**src/rtl/bus_control_multi.sv**
```systemverilog
// 68000 bus controller with programmable chip-select regions, a power-on reset
// sequencer, an unmapped-access watchdog, read-only write BERR and single-step DTACK gating.
module bus_control_multi #(
    parameter int unsigned                  NUM_CS       = 4,
    parameter int unsigned                  ADDR_WIDTH   = 24,
    parameter int unsigned                  WAIT_WIDTH   = 4,
    parameter logic [NUM_CS*ADDR_WIDTH-1:0] CS_BASE      = {24'h180000, 24'h100000, 24'h080000, 24'h000000},
    parameter logic [NUM_CS*ADDR_WIDTH-1:0] CS_MASK      = {4{24'hF80000}},
    parameter logic [NUM_CS*WAIT_WIDTH-1:0] CS_WAIT      = {4'd0, 4'd0, 4'd2, 4'd2},
    parameter logic [NUM_CS-1:0]            CS_RO        = 4'b0011,
    parameter int unsigned                  RESET_CYCLES = 128,
    parameter int unsigned                  BERR_TIMEOUT = 64
) (
    input  logic                  CPUCLK_IN,
    input  logic                  RESET_IN,
    input  logic                  AS_IN,
    input  logic                  RW_IN,
    input  logic                  UDS_IN,
    input  logic                  LDS_IN,
    input  logic [ADDR_WIDTH-1:0] ADDR_IN,
    input  logic                  STEPEN_IN,
    input  logic                  STEP_IN,
    output logic                  RESET,
    output logic                  HALT,
    output logic                  RUN,
    output logic                  DTACK,
    output logic                  BERR,
    output logic [NUM_CS-1:0]     CS,
    output logic                  OE,
    output logic                  UWE,
    output logic                  LWE
);

    localparam int unsigned HCNT_W = $clog2(RESET_CYCLES + 1);
    localparam int unsigned TCNT_W = $clog2(BERR_TIMEOUT + 1);
    localparam int unsigned SEL_W  = (NUM_CS > 1) ? $clog2(NUM_CS) : 1;

    typedef enum logic [2:0] {
        S_HOLD,
        S_IDLE,
        S_WAIT,
        S_STEP,
        S_ACK,
        S_TMO,
        S_ERR
    } state_t;

    state_t                state, state_d;
    logic [HCNT_W-1:0]     hcnt, hcnt_d;
    logic [WAIT_WIDTH-1:0] wcnt, wcnt_d;
    logic [TCNT_W-1:0]     tcnt, tcnt_d;
    logic [SEL_W-1:0]      sel, sel_d;
    logic                  rd, rd_d;
    logic                  uds_q, uds_d;
    logic                  lds_q, lds_d;
    logic                  step_cur, step_prev, step_rise;

    logic                  hit, hit_ro;
    logic [SEL_W-1:0]      hit_idx;
    logic [WAIT_WIDTH-1:0] hit_wait;

    logic                  reset_d, run_d, dtack_d, berr_d, oe_d, uwe_d, lwe_d;
    logic [NUM_CS-1:0]     cs_d;

    assign step_rise = step_cur & ~step_prev;

    // Region decode; scanning from the top down lets the lowest hitting index win.
    always_comb begin
        hit      = 1'b0;
        hit_ro   = 1'b0;
        hit_idx  = '0;
        hit_wait = '0;
        for (int i = int'(NUM_CS) - 1; i >= 0; i--) begin
            if ((ADDR_IN & CS_MASK[i*ADDR_WIDTH +: ADDR_WIDTH]) == CS_BASE[i*ADDR_WIDTH +: ADDR_WIDTH]) begin
                hit      = 1'b1;
                hit_ro   = CS_RO[i];
                hit_idx  = SEL_W'(i);
                hit_wait = CS_WAIT[i*WAIT_WIDTH +: WAIT_WIDTH];
            end
        end
    end

    // Next-state logic plus output decode of the next state.
    always_comb begin
        state_d = state;
        hcnt_d  = hcnt;
        wcnt_d  = wcnt;
        tcnt_d  = tcnt;
        sel_d   = sel;
        rd_d    = rd;
        uds_d   = uds_q;
        lds_d   = lds_q;

        case (state)
            S_HOLD: begin
                if (hcnt == '0) state_d = S_IDLE;
                else            hcnt_d  = hcnt - HCNT_W'(1);
            end
            S_IDLE: begin
                if (AS_IN && (UDS_IN || LDS_IN)) begin
                    sel_d = hit_idx;
                    rd_d  = RW_IN;
                    uds_d = UDS_IN;
                    lds_d = LDS_IN;
                    if (!hit) begin
                        state_d = S_TMO;
                        tcnt_d  = TCNT_W'(BERR_TIMEOUT - 2);
                    end else if (hit_ro && !RW_IN) begin
                        state_d = S_ERR;
                    end else begin
                        state_d = S_WAIT;
                        wcnt_d  = hit_wait;
                    end
                end
            end
            S_WAIT: begin
                if (!AS_IN)              state_d = S_IDLE;
                else if (wcnt != '0)     wcnt_d  = wcnt - WAIT_WIDTH'(1);
                else if (STEPEN_IN)      state_d = S_STEP;
                else                     state_d = S_ACK;
            end
            S_STEP: begin
                if (!AS_IN)                       state_d = S_IDLE;
                else if (step_rise || !STEPEN_IN) state_d = S_ACK;
            end
            S_ACK: begin
                if (!AS_IN) state_d = S_IDLE;
            end
            S_TMO: begin
                if (!AS_IN)          state_d = S_IDLE;
                else if (tcnt != '0) tcnt_d  = tcnt - TCNT_W'(1);
                else                 state_d = S_ERR;
            end
            S_ERR: begin
                if (!AS_IN) state_d = S_IDLE;
            end
            default: state_d = S_HOLD;
        endcase

        reset_d = (state_d == S_HOLD);
        run_d   = (state_d != S_HOLD) && (state_d != S_STEP);
        dtack_d = (state_d == S_ACK);
        berr_d  = (state_d == S_ERR);
        cs_d    = '0;
        oe_d    = 1'b0;
        uwe_d   = 1'b0;
        lwe_d   = 1'b0;
        if ((state_d == S_WAIT) || (state_d == S_STEP) || (state_d == S_ACK)) begin
            cs_d  = NUM_CS'(1) << sel_d;
            oe_d  = rd_d;
            uwe_d = !rd_d && uds_d;
            lwe_d = !rd_d && lds_d;
        end
    end

    // State, counters and latched cycle attributes.
    always_ff @(posedge CPUCLK_IN) begin
        if (RESET_IN) begin
            state     <= S_HOLD;
            hcnt      <= HCNT_W'(RESET_CYCLES - 1);
            wcnt      <= '0;
            tcnt      <= '0;
            sel       <= '0;
            rd        <= 1'b0;
            uds_q     <= 1'b0;
            lds_q     <= 1'b0;
            step_cur  <= 1'b0;
            step_prev <= 1'b0;
        end else begin
            state     <= state_d;
            hcnt      <= hcnt_d;
            wcnt      <= wcnt_d;
            tcnt      <= tcnt_d;
            sel       <= sel_d;
            rd        <= rd_d;
            uds_q     <= uds_d;
            lds_q     <= lds_d;
            step_cur  <= STEP_IN;
            step_prev <= step_cur;
        end
    end

    // Registered bus outputs, aligned with the state they describe.
    always_ff @(posedge CPUCLK_IN) begin
        if (RESET_IN) begin
            RESET <= 1'b1;
            HALT  <= 1'b1;
            RUN   <= 1'b0;
            DTACK <= 1'b0;
            BERR  <= 1'b0;
            CS    <= '0;
            OE    <= 1'b0;
            UWE   <= 1'b0;
            LWE   <= 1'b0;
        end else begin
            RESET <= reset_d;
            HALT  <= reset_d;
            RUN   <= run_d;
            DTACK <= dtack_d;
            BERR  <= berr_d;
            CS    <= cs_d;
            OE    <= oe_d;
            UWE   <= uwe_d;
            LWE   <= lwe_d;
        end
    end

endmodule
```
**config.mk**
```make
export PLATFORM = sky130hd
export DESIGN_NAME = bus_control_multi
export DESIGN_NICKNAME = d
export VERILOG_FILES = /design/src/rtl/bus_control_multi.sv
export SDC_FILE = /design/constraint.sdc
export NUM_CORES = 1
export LEC_CHECK = 0
export ABC_AREA = 1
export CAP_MARGIN = 25
export CORE_MARGIN = 2
export CORE_UTILIZATION = 34
export DETAILED_ROUTE_END_ITERATION = 12
export GPL_TIMING_DRIVEN = 0
export PLACE_DENSITY = 0.67
export RECOVER_POWER = 25
export SETUP_SLACK_MARGIN = 0.5
export SLEW_MARGIN = 20
export SYNTH_ARGS = -nofsm -noshare
export SYNTH_HDL_FRONTEND = slang
export SYNTH_SLANG_ARGS = --single-unit
export TNS_END_PERCENT = 50
```
**constraint.sdc**
```tcl
create_clock -name CPUCLK_IN -period 2.3 [get_ports CPUCLK_IN]
set_clock_uncertainty 0.05 [all_clocks]
set_input_delay 0.575 -clock CPUCLK_IN [delete_from_list [all_inputs] [get_ports CPUCLK_IN]]
set_output_delay 0.575 -clock CPUCLK_IN [all_outputs]
set_load 0.005 [all_outputs]
```
# [Word-level counts from Yosys, hierarchy flattened]
# Cells that the tools add are included.
# Widths: inputs -> output; s select.
[op_classes] n_addsub=3 eq_ne=22 n_shift=1 n_mux=44 bitwise=4 n_reduce_logical=26
[ops] cell="$mux 3" count=12
[ops] cell="$mux 7" count=4
[ops] cell="$logic_not 24->1" count=1
[ops] cell="$mux 4" count=6
[ops] cell="$pmux 3 s6" count=1
[ops] cell="$ne 2x2->1 const B" count=8
[ops] cell="$eq 3x3->1 const B" count=5
[ops] cell="$mux 2" count=7
[ops] cell="$pmux 7 s2" count=1
[ops] cell="$eq 3x2->1 const B" count=4
[ops] cell="$mux 1" count=12
[ops] cell="$eq 5x2->1 const B" count=2
[ops] cell="$logic_not 8->1" count=1
[ops] cell="$pmux 4 s2" count=1
[ops] cell="$sub 8x1->8 const B" count=1
[ops] cell="$reduce_bool 7->1" count=1
[ops] cell="$sub 7x1->7 const B" count=1
[ops] cell="$logic_not 3->1" count=2
[ops] cell="$reduce_and 6->1" count=1
[ops] cell="$eq 5x1->1 const B" count=1
[ops] cell="$logic_and 1x1->1" count=5
[ops] cell="$reduce_and 5->1" count=1
[ops] cell="$logic_or 1x1->1" count=4
[ops] cell="$reduce_bool 2->1" count=2
[ops] cell="other kinds (11)" count=16
[word_totals] reg_bits=40 inputBits=32 out_inout_bits=12 word_cells=118

# [Logic depth before layout (Yosys ltp)]
# Gate-level depths: netlist of the first run.
[depth] ltp_word=13 ltp_mapped=14 ltp_nobuf=14

# [Worst setup path after synthesis of the first run]
# Ideal clock, no wire load.
[synth_timing] path_type="input port to flip-flop" from="input port ADDR_IN[22]" to="register CS[2]" setup_ps=64 arrival_ps=1556 required_ps=2186 path_slack_ps=630 path_stages=11 path_buffers=0 cell_sequence="nor2_1 nand2_1 inv_1 o21ai_0 nand2_1 nand2_1 nor2_1 nand3_1 nand2_2 nand2_1 nor2_1"
[synth_via] elab_chain_len=13 word_cells_on_any_way=29 cone_classes="eq/ne (6); shift (1); mux (16); bitwise (1); reduce/logical (5)"
[synth_rtl] element="start, declared" line="20" text="input logic [ADDR_WIDTH-1:0] ADDR_IN,"
[synth_rtl] element="$eq 5x2->1 / $eq 5x1->1 (equally long branches)" line="74" text="if ((ADDR_IN & CS_MASK[i*ADDR_WIDTH +: ADDR_WIDTH]) == CS_BASE[i*ADDR_WIDTH +: ADDR_WIDTH]) begin"
[synth_rtl] element="$mux 1 (2 in a row)" line="74"
[synth_rtl] element="$mux 1 / $logic_and 1x1->1 (equally long branches)" line="74, 108"
[synth_rtl] element="$mux 1 / $mux 3 (equally long branches)" line="74, 108"
[synth_rtl] element="$mux 3" line="105" text="if (!hit) begin"
[synth_rtl] element="$mux 3" line="100" text="if (AS_IN && (UDS_IN || LDS_IN)) begin"
[synth_rtl] element="$pmux 3 s6" line="94" text="case (state)"
[synth_rtl] element="$eq 3x2->1" line="148" text="if ((state_d == S_WAIT) || (state_d == S_STEP) || (state_d == S_ACK)) begin"
[synth_rtl] element="$logic_or 1x1->1 (2 in a row)" line="148"
[synth_rtl] element="$not 1->1 (no line)"
[synth_rtl] element="$reduce_or 2->1 (no line)"
[synth_rtl] element="end signal, assigned" line="201" text="CS <= cs_d;"
[synth_rtl] element="end, declared" line="28" text="output logic [NUM_CS-1:0] CS,"
# Parallel ways exist; a longest one is shown, timed or not.
# A chain may end at the register's enable or synchronous reset.

# [Worst setup path after layout of the first run]
[layout_timing] from="register state[0]" to="register CS[0]"
[layout_via] elab_chain_len=8 word_cells_on_any_way=27 cone_classes="eq/ne (9); shift (1); mux (11); bitwise (1); reduce/logical (5)"
[layout_rtl] element="start, declared" line="48" text="state_t state, state_d;"
[layout_rtl] element="start signal, assigned" line="170" text="state <= state_d;"
[layout_rtl] element="$eq 3x3->1, or another cell as far along" line="94"
[layout_rtl] element="$reduce_or 2->1 (no line), or another cell as far along"
[layout_rtl] element="$pmux 3 s6" line="94"
[layout_rtl] element="$eq 3x2->1" line="148"
[layout_rtl] element="$logic_or 1x1->1 (2 in a row)" line="148"
[layout_rtl] element="$not 1->1 (no line)"
[layout_rtl] element="$reduce_or 2->1 (no line)"
# Parallel ways exist; a longest one is shown, timed or not.

==> results of run 1 <==
## flip-flops by register name (all words and copies together), names as in the netlist, 2 cells and up
signal / cells
wcnt: 4
CS: 4
state: 3
hcnt: 8
sel: 2
tcnt: 7
## layout by cell type (no fill, tap or decap), drive strengths merged
cell            n
clkbuf         11
a211oi          1
dfxtp          40
xnor2           1
a21oi          10
inv            42
clkdlybuf4s50  16
xor2            3
nor3            8
clkinv          1
buf            11
bufinv          1
ha              5
o22ai           3
nand3b          3
nor2           51
nand4           3
dlymetal6s2s    3
o21ai          17
a31oi           4
nand3          18
nand2          61
nor4            1
nor3b           1
mux2i           1
dlygate4sd2     4
## metal layers
layer  vias up  share of wire  global-route usage  wire length, um
li1        965              -                   -                -
met1       847           0.44               0.173             1840
met2        45           0.51               0.235             2140
met3         4          0.044              0.0444              183
met4         0         0.0086              0.0271               36
met5         -              0                   0                0
## final timing paths
kind,start,end,cells after the start
max reg2reg,state[0],CS[0],11
min,step_cur,step_prev,2
min reg2reg,step_cur,step_prev,2
max,state[0],CS[0],11
## stage by stage
stage          worst slack [ns]  setup TNS (ns)
2_1_floorplan             0.630               0
3_3_place_gp            -0.0118         -0.0212
3_5_place_dp            -0.0232         -0.0497
4_1_cts                   0.451               0
5_1_grt                   0.218               0
6_report                  0.405               0
## report_power, final
part,total (W),internal [W],switching [W]
sequential,0.000703,0.000698,0.00000504
combinational,0.0000715,0.0000310,0.0000405
clock,0.000627,0.000383,0.000244
total,0.00140,0.00111,0.000290
## cell families (layout without fill, tap and decap cells)
kind of cell,after synthesis,count (layout),share of synthesized area
AOI/OAI and AO/OA,35,35,0.103
xor gates and xnor gates,4,4,0.0174
adders and majority gates,5,5,0.0311
buffers and inverters,49,89,0.100
DFF,40,40,0.398
muxes,1,1,0.00498
and+or+nand+nor,146,146,0.345
## what timing repair did
action	4_1_cts	5_1_grt
setup buffers	5	3
endpoints found under the setup margin	31	31
pin swaps	7	9
resized for setup	21	35
## synth_stat cells, drive strengths merged
library cell  number
a21oi             10
nor3b              1
nand3             18
buf                3
o22ai              3
a211oi             1
ha                 5
nor4               1
a31oi              4
nand4              3
xor2               3
nand2             61
dfxtp             40
nor2              51
mux2i              1
o21ai             17
inv               42
clkinv             1
nand3b             3
nor3               8
xnor2              1
clkbuf             3
## final cells by class
type | count | share of cell area
multi-input cells | 191 | 0.415
flip-flops and latches | 40 | 0.304
repair buffers | 32 | 0.117
inverters | 43 | 0.0634
clock buffers | 7 | 0.0364
well taps | 75 | 0.0355
plain buffers | 6 | 0.0175
clock inverters | 1 | 0.0113
## worst reg2reg max path, delay by kind of cell (launching register included)
family | cells | cell delay, ns
and+or+nand+nor | 9 | 1.01
DFF | 1 | 0.44
buffers and inverters | 2 | 0.28
==> flow_summary.json, run 1 <==
{
  "status": "completed",
  "tightest_slew_ns": 0.538,
  "cts.sinks": 40,
  "synth.distinct_cells": 37,
  "synth_seq_cells": 40,
  "regArea_um2": 805,
  "dp_cells": 379,
  "cts_root_buffer": "clkbuf_8",
  "netlist_instances": 280,
  "finalHoldViolations": 0,
  "synth_top_area_frac": 0.398,
  "grt_pass1_wl_um": 7200,
  "finalPower_w": 0.00140,
  "vdd_drop_max_uv": 524,
  "io_pins": 44,
  "grt_max_degree": 13,
  "cts_made_buffers": 5,
  "nets": 356,
  "crit_family": "simple AND/OR/NAND/NOR gates",
  "wl_per_cell_um": 10.6,
  "cts.path.max_buffers": 2,
  "synth_sequential_area_ratio": 0.398,
  "grt_setup_unrepaired": "yes",
  "place_area_mm2": 0.00235,
  "wirelength_um": 4200,
  "cts_tree": "built",
  "slowest_delay_ns": 0.44,
  "fp.dieW_um": 80.9,
  "num_vias": 1861,
  "end_kind": "register",
  "area_growth_pct": 31.5,
  "min_period_over_period": 0.824,
  "grt.overflow.total": 0,
  "startpoint_type": "register",
  "drive_gt1_frac": 0.209,
  "fmax_ghz": 0.528,
  "post-route-util": 0.455,
  "multi_input_area_mm2": 0.00110,
  "ant_nets": 0,
  "crit_chain": "inv_1 > nor2_4 > nand2_4 > nor2_8 > nand2_1 > nand4_1 > inv_1 > nand2_2 > nand2_4 > nand2_2 > nor2_1",
  "cpMaxStageDelayCell": "dfxtp_1",
  "cap_violations": 0,
  "synthTopCellsByArea": "dfxtp_1, nand2_1, nor2_1",
  "report.final.setup_viol": 0,
  "hpwl_um": 2910,
  "whs_ns": 0.374,
  "power_leakage_nw": 1.19,
  "ctsHtreeMaxLevel": 2,
  "crit_path_max_fanout": 7,
  "synthesis.nets": 317,
  "drt_iter0_markers": 92,
  "setup.worst_path.class": "reg2reg",
  "clock_latency_ns": 0.29,
  "stdcell_count": 395,
  "grt_use_total": 0.138,
  "postSynthAreaPerCell_um2": 7.19,
  "dieArea_mm2": 0.00655,
  "syn_area_mm2": 0.00201,
  "maxSlewHeadroom": 0.641,
  "port_buffers": 24,
  "drt_pass1_iterations": 4,
  "dieHeight_um": 80.9,
  "cts_hold_buf": 0,
  "finish.instance_area_mm2": 0.00265,
  "vias_per_cell": 4.71,
  "period_minus_slack_ns": 1.90,
  "cp.buffers_inverters": 2,
  "rrSetupSlack_ns": 0.40,
  "yosys_warnings": 0,
  "grt_pass1_vias": 1710,
  "hold_class": "reg2reg",
  "core_area_mm2": 0.00582,
  "start_util": 0.346,
  "worstPathRequired_ns": 2.42,
  "arrival_ns": 2.02,
  "antennaDiodeCount": 0,
  "pwr_density_cell_mw_per_mm2": 530,
  "rows": 28,
  "cts.clk_slew.worst_paths_ns": 0.08,
  "synth_top_area_cell": "dfxtp_1",
  "slew_viol_final": 0,
  "gp_congestion": 0.883,
  "drcViolationCount": 0,
  "fill_cells": 599,
  "grt_antenna_before_repair": 0
}
No activity file was read; power rests on OpenSTA's default activity.
==> run 2, diff against run 1 <==
- PLACE_DENSITY: 0.67 -> 0.7
- clock period: 2.3 -> 1.56 ns (I/O delays scaled with it)
==> flow_summary.json, run 2 (synthesis gave the netlist of run 1 again) <==
{
  "multi_input_area_mm2": 0.00135,
  "cts_root_buffer": "clkbuf_8",
  "grt.overflow.total": 0,
  "stdcell_count": 413,
  "startpoint": "state[1]",
  "port_buffers": 24,
  "pwr_density_cell_mw_per_mm2": 676,
  "status": "complete, but fails checks",
  "fmax_ghz": 0.592,
  "grt_setup_unrepaired": "yes",
  "drt_iter0_markers": 57,
  "worstPathRequired_ns": 1.71,
  "cts_made_buffers": 5,
  "min_period_over_period": 1.08,
  "end_kind": "register",
  "vdd_drop_max_uv": 479,
  "drt_pass1_iterations": 4,
  "cts_hold_buf": 0,
  "grt_antenna_before_repair": 0,
  "final_cell_mix": "nand2_1, nor2_1, dfxtp_1, inv_1, buf_4",
  "fp.dieW_um": 80.9,
  "arrival_ns": 1.84,
  "rows": 28,
  "regArea_um2": 823,
  "grt_pass1_vias": 1882,
  "core_area_mm2": 0.00582,
  "layout_setup_ws_ns": -0.129,
  "cpMaxStageDelayCell": "dfxtp_2",
  "wirelength_um": 5220,
  "slowest_delay_ns": 0.34,
  "startpoint_type": "register",
  "cts.sinks": 40,
  "top_regs": "hcnt (8), tcnt (7)",
  "setup.worst_path.class": "reg2reg",
  "clock_latency_ns": 0.30,
  "period_minus_slack_ns": 1.69,
  "final_common_cell": "nand2_1",
  "cap_violations": 0,
  "top_register": "hcnt",
  "gp_congestion": 0.923,
  "drive_gt1_frac": 0.438,
  "dieArea_mm2": 0.00655,
  "dp_cells": 379,
  "maxSlewHeadroom": 0.583,
  "hpwl_um": 3060,
  "hold_start": "step_cur",
  "failed_checks": "negative setup slack",
  "fill_cells": 522,
  "place_ws_ns": -0.574,
  "antennaDiodeCount": 0,
  "grt_pass1_wl_um": 7960,
  "hold_class": "reg2reg",
  "start_util": 0.346,
  "power_leakage_nw": 1.37,
  "cts_tree": "built",
  "finalHoldViolations": 0,
  "ctsHtreeMaxLevel": 2,
  "crit_top_cell": "nand2_2",
  "cts.clk_slew.worst_paths_ns": 0.09,
  "nets": 374,
  "grt_use_total": 0.157,
  "r2r_start": "state[1]",
  "slew_viol_final": 0,
  "largest_reg_flops": 8,
  "wl_per_cell_um": 12.6,
  "area_growth_pct": 51.2,
  "io_pins": 44,
  "cts.path.max_buffers": 2,
  "ant_nets": 0,
  "tightest_slew_ns": 0.626,
  "num_vias": 2003,
  "dieHeight_um": 80.9,
  "grt_max_degree": 15,
  "vias_per_cell": 4.85,
  "drcViolationCount": 0,
  "report.final.setup_viol": 19,
  "crit_chain": "buf_8 > nor2_4 > nand2_4 > nor2_8 > nand2_2 > nand4_1 > inv_1 > nand2_2 > nand2_4 > nand2_2 > nor2_1",
  "crit_path_max_fanout": 5
}
run 2: repair_timing:
action | in CTS | in global routing
cloned | 1 | 0
setup buffers | 16 | 9
pin swaps | 26 | 35
gates resized for setup | 124 | 53
setup endpoints to repair | 52 | 52
run 2: per-layer routing:
layer | vias to the layer above | track usage | routed length [um]
li1 | 997 | - | -
met1 | 936 | 0.179 | 2110
met2 | 49 | 0.274 | 2700
met3 | 21 | 0.0322 | 185
met4 | 0 | 0.0847 | 224
met5 | - | 0 | 0
run 2: stage by stage:
step | instance area (um2) | TNS, ns | utilization | hold slack, ns | total power, W
6_report | 3040 | -1.56 | 0.523 | 0.404 | 0.00206
5_1_grt | 3040 | -3.38 | 0.523 | 0.434 | 0.00213
4_1_cts | 2820 | -0.226 | 0.484 | 0.406 | 0.00206
3_5_place_dp | 2400 | -15.19 | 0.412 | 0.393 | 0.00117
3_3_place_gp | 2400 | -14.70 | 0.412 | 0.377 | 0.00116
2_1_floorplan | 2060 | 0 | - | 0.353 | 0.00111
run 2: path summary, 6_finish.rpt:
| path | end | slack (ns) | cells after the start |
|---|---|---|---|
| max reg2reg | CS[0] | -0.13 | 11 |
| min | step_prev | 0.40 | 2 |
| min reg2reg | step_prev | 0.40 | 2 |
| max | CS[0] | -0.13 | 11 |
run 2: cell type report:
type | instances | area share
repair buffers | 50 | 0.138
clock inverters | 3 | 0.0152
multi-input cells | 191 | 0.442
clock buffers | 5 | 0.0226
plain buffers | 6 | 0.0197
flip-flops and latches | 40 | 0.271
well taps | 75 | 0.0308
inverters | 43 | 0.0613
run 2: critical path, delay by kind of cell, from the launching register on:
family | cells | cell delay [ns]
buffers and inverters | 2 | 0.22
DFF | 1 | 0.34
and+or+nand+nor | 9 | 0.96
run 2: power breakdown:
group / internal [W] / switching [W] / total (W)
clock network: 0.000482 / 0.000398 / 0.000880
logic: 0.0000562 / 0.0000803 / 0.000136
registers: 0.00103 / 0.0000112 / 0.00104
total: 0.00157 / 0.000490 / 0.00206
==> run 3, diff against run 2 <==
- TNS_END_PERCENT: 50 -> 1
==> flow_summary.json, run 3 (synthesis gave the netlist of run 1 again) <==
{
  "grt_pass1_vias": 1725,
  "largest_reg_flops": 8,
  "vias_per_cell": 4.66,
  "grt_antenna_before_repair": 0,
  "ant_nets": 0,
  "grt_pass1_wl_um": 7600,
  "regArea_um2": 816,
  "grt_setup_unrepaired": "yes",
  "rrSetupSlack_ns": -0.09,
  "top_register": "hcnt",
  "grt_use_total": 0.144,
  "r2r_cells": 11,
  "final_common_cell": "nand2_1",
  "cts_root_buffer": "clkbuf_8",
  "slowest_delay_ns": 0.41,
  "grt.overflow.total": 0,
  "wirelength_um": 4490,
  "io_pins": 44,
  "cts_hold_buf": 0,
  "r2r_start": "state[1]",
  "pwr_density_cell_mw_per_mm2": 738,
  "cap_violations": 0,
  "finalHoldViolations": 0,
  "cts.path.max_buffers": 2,
  "place_ws_ns": -0.554,
  "status": "complete, but fails checks",
  "drt_iter0_markers": 79,
  "endpoint": "OE",
  "core_area_mm2": 0.00582,
  "layout_setup_ws_ns": -0.0875,
  "failed_checks": "negative setup slack",
  "wl_per_cell_um": 11.4,
  "p_sw_frac": 0.230,
  "ctsHtreeMaxLevel": 2,
  "startpoint_type": "primary input",
  "intPower_w": 0.00157,
  "end_kind": "register",
  "crit_path_max_fanout": 5,
  "cts.sinks": 40,
  "power_frac_clock": 0.428,
  "start_util": 0.346,
  "final.setup.tns_ns": -0.674,
  "startpoint": "ADDR_IN[23]",
  "fp.dieW_um": 80.9,
  "period_minus_slack_ns": 1.65,
  "cts_made_buffers": 5,
  "antennaDiodeCount": 0,
  "drt_pass1_iterations": 4,
  "gp_congestion": 0.839,
  "worstPathRequired_ns": 1.74,
  "cts_tree": "built",
  "vdd_drop_max_uv": 666,
  "cpMaxStageDelayCell": "clkdlybuf4s50_1",
  "min_period_over_period": 1.06,
  "multi_input_area_mm2": 0.00124,
  "nets": 356,
  "clock_latency_ns": 0.29,
  "hpwl_um": 3070,
  "power_frac_comb": 0.061,
  "drcViolationCount": 0,
  "port_buffers": 24,
  "timing.rr.end": "CS[1]",
  "top_regs": "hcnt (8), tcnt (7)",
  "tightest_slew_ns": 0.287,
  "dieHeight_um": 80.9,
  "grt_max_degree": 15,
  "finalPower_w": 0.00203,
  "arrival_ns": 1.83,
  "drive_gt1_frac": 0.341,
  "slew_viol_final": 0,
  "cts.clk_slew.worst_paths_ns": 0.08,
  "maxSlewHeadroom": 0.807,
  "fmax_ghz": 0.607,
  "pwr-share-seq": 0.511,
  "num_vias": 1840,
  "p_sw_w": 0.000469,
  "setup.worst_path.class": "in2reg",
  "report.final.setup_viol": 11,
  "area_growth_pct": 37.0,
  "hold_class": "reg2reg",
  "crit_chain": "clkdlybuf4s50_1 > inv_2 > nand2_4 > inv_4 > o21ai_1 > nand2_1 > nand4_1 > inv_1 > nand2_2 > nand2_4 > nand2_1 > nor2_1",
  "dieArea_mm2": 0.00655,
  "final_cell_mix": "nand2_1, nor2_1, dfxtp_1, inv_1",
  "fill_cells": 599,
  "rows": 28,
  "power_leakage_nw": 1.20
}
## run 3: cell count changes in the layout (fill, tap and decap cells not counted), sizes merged
cell / change
buf: -16
clkbuf: -3
clkdlybuf4s50: +2
dlygate4sd2: -2
clkdlybuf4s15: +1
dlygate4sd3: +1
dlymetal6s2s: -1
## run 3: worst min path at each step
stage,start,endpoint,cells after the start
2_1_floorplan,step_cur,step_prev,2
5_1_grt,step_cur,step_prev,2
3_3_place_gp,step_cur,step_prev,2
3_5_place_dp,step_cur,step_prev,2
6_report,step_cur,step_prev,2
4_1_cts,step_cur,step_prev,2
## run 3: metrics by stage
| step | area, um2 | hold slack [ns] | instances | utilization |
|---|---|---|---|---|
| finish | 2760 | 0.376 | 395 | 0.474 |
| global route | 2760 | 0.392 | 395 | 0.474 |
| CTS | 2660 | 0.377 | 394 | 0.458 |
| detailed placement | 2380 | 0.363 | 379 | 0.409 |
| global placement | 2380 | 0.357 | 379 | 0.409 |
| floorplan | 2050 | 0.353 | 280 | - |
## run 3: cell type report
| type | instances | share of cell area |
|---|---|---|
| multi-input cells | 191 | 0.450 |
| flip-flops and latches | 40 | 0.296 |
| repair buffers | 32 | 0.0908 |
| inverters | 43 | 0.0631 |
| well taps | 75 | 0.0340 |
| clock buffers | 5 | 0.0250 |
| plain buffers | 6 | 0.0245 |
| clock inverters | 3 | 0.0168 |
## run 3: per-layer routing
metal	track usage	share of wire	vias up
met5	0	0	-
met4	0.0356	0.0060	0
met3	0.0289	0.030	4
met2	0.243	0.51	30
met1	0.189	0.45	831
li1	-	-	975
## run 3: what timing repair did
item	in CTS	in global routing
pin swaps	24	13
endpoints found under the setup margin	52	52
buffers inserted	7	1
gates resized for setup	111	25
## run 3: power by group through the flow
| stage | clock (W) | combinational [W] | sequential [W] |
|---|---|---|---|
| after global routing | 0.000934 | 0.000137 | 0.00104 |
| final | 0.000871 | 0.000125 | 0.00104 |
| after floorplan | 0 | 0.0000529 | 0.00106 |
| after global placement | 0 | 0.000101 | 0.00106 |
| after detailed placement | 0 | 0.000103 | 0.00106 |
| after CTS | 0.000891 | 0.000115 | 0.00104 |
## run 3: critical path: cells and delay by family
family                 cells  cell delay (ns)
and+or+nand+nor            7             0.65
buffers and inverters      4             0.70
AOI/OAI and AO/OA          1             0.06
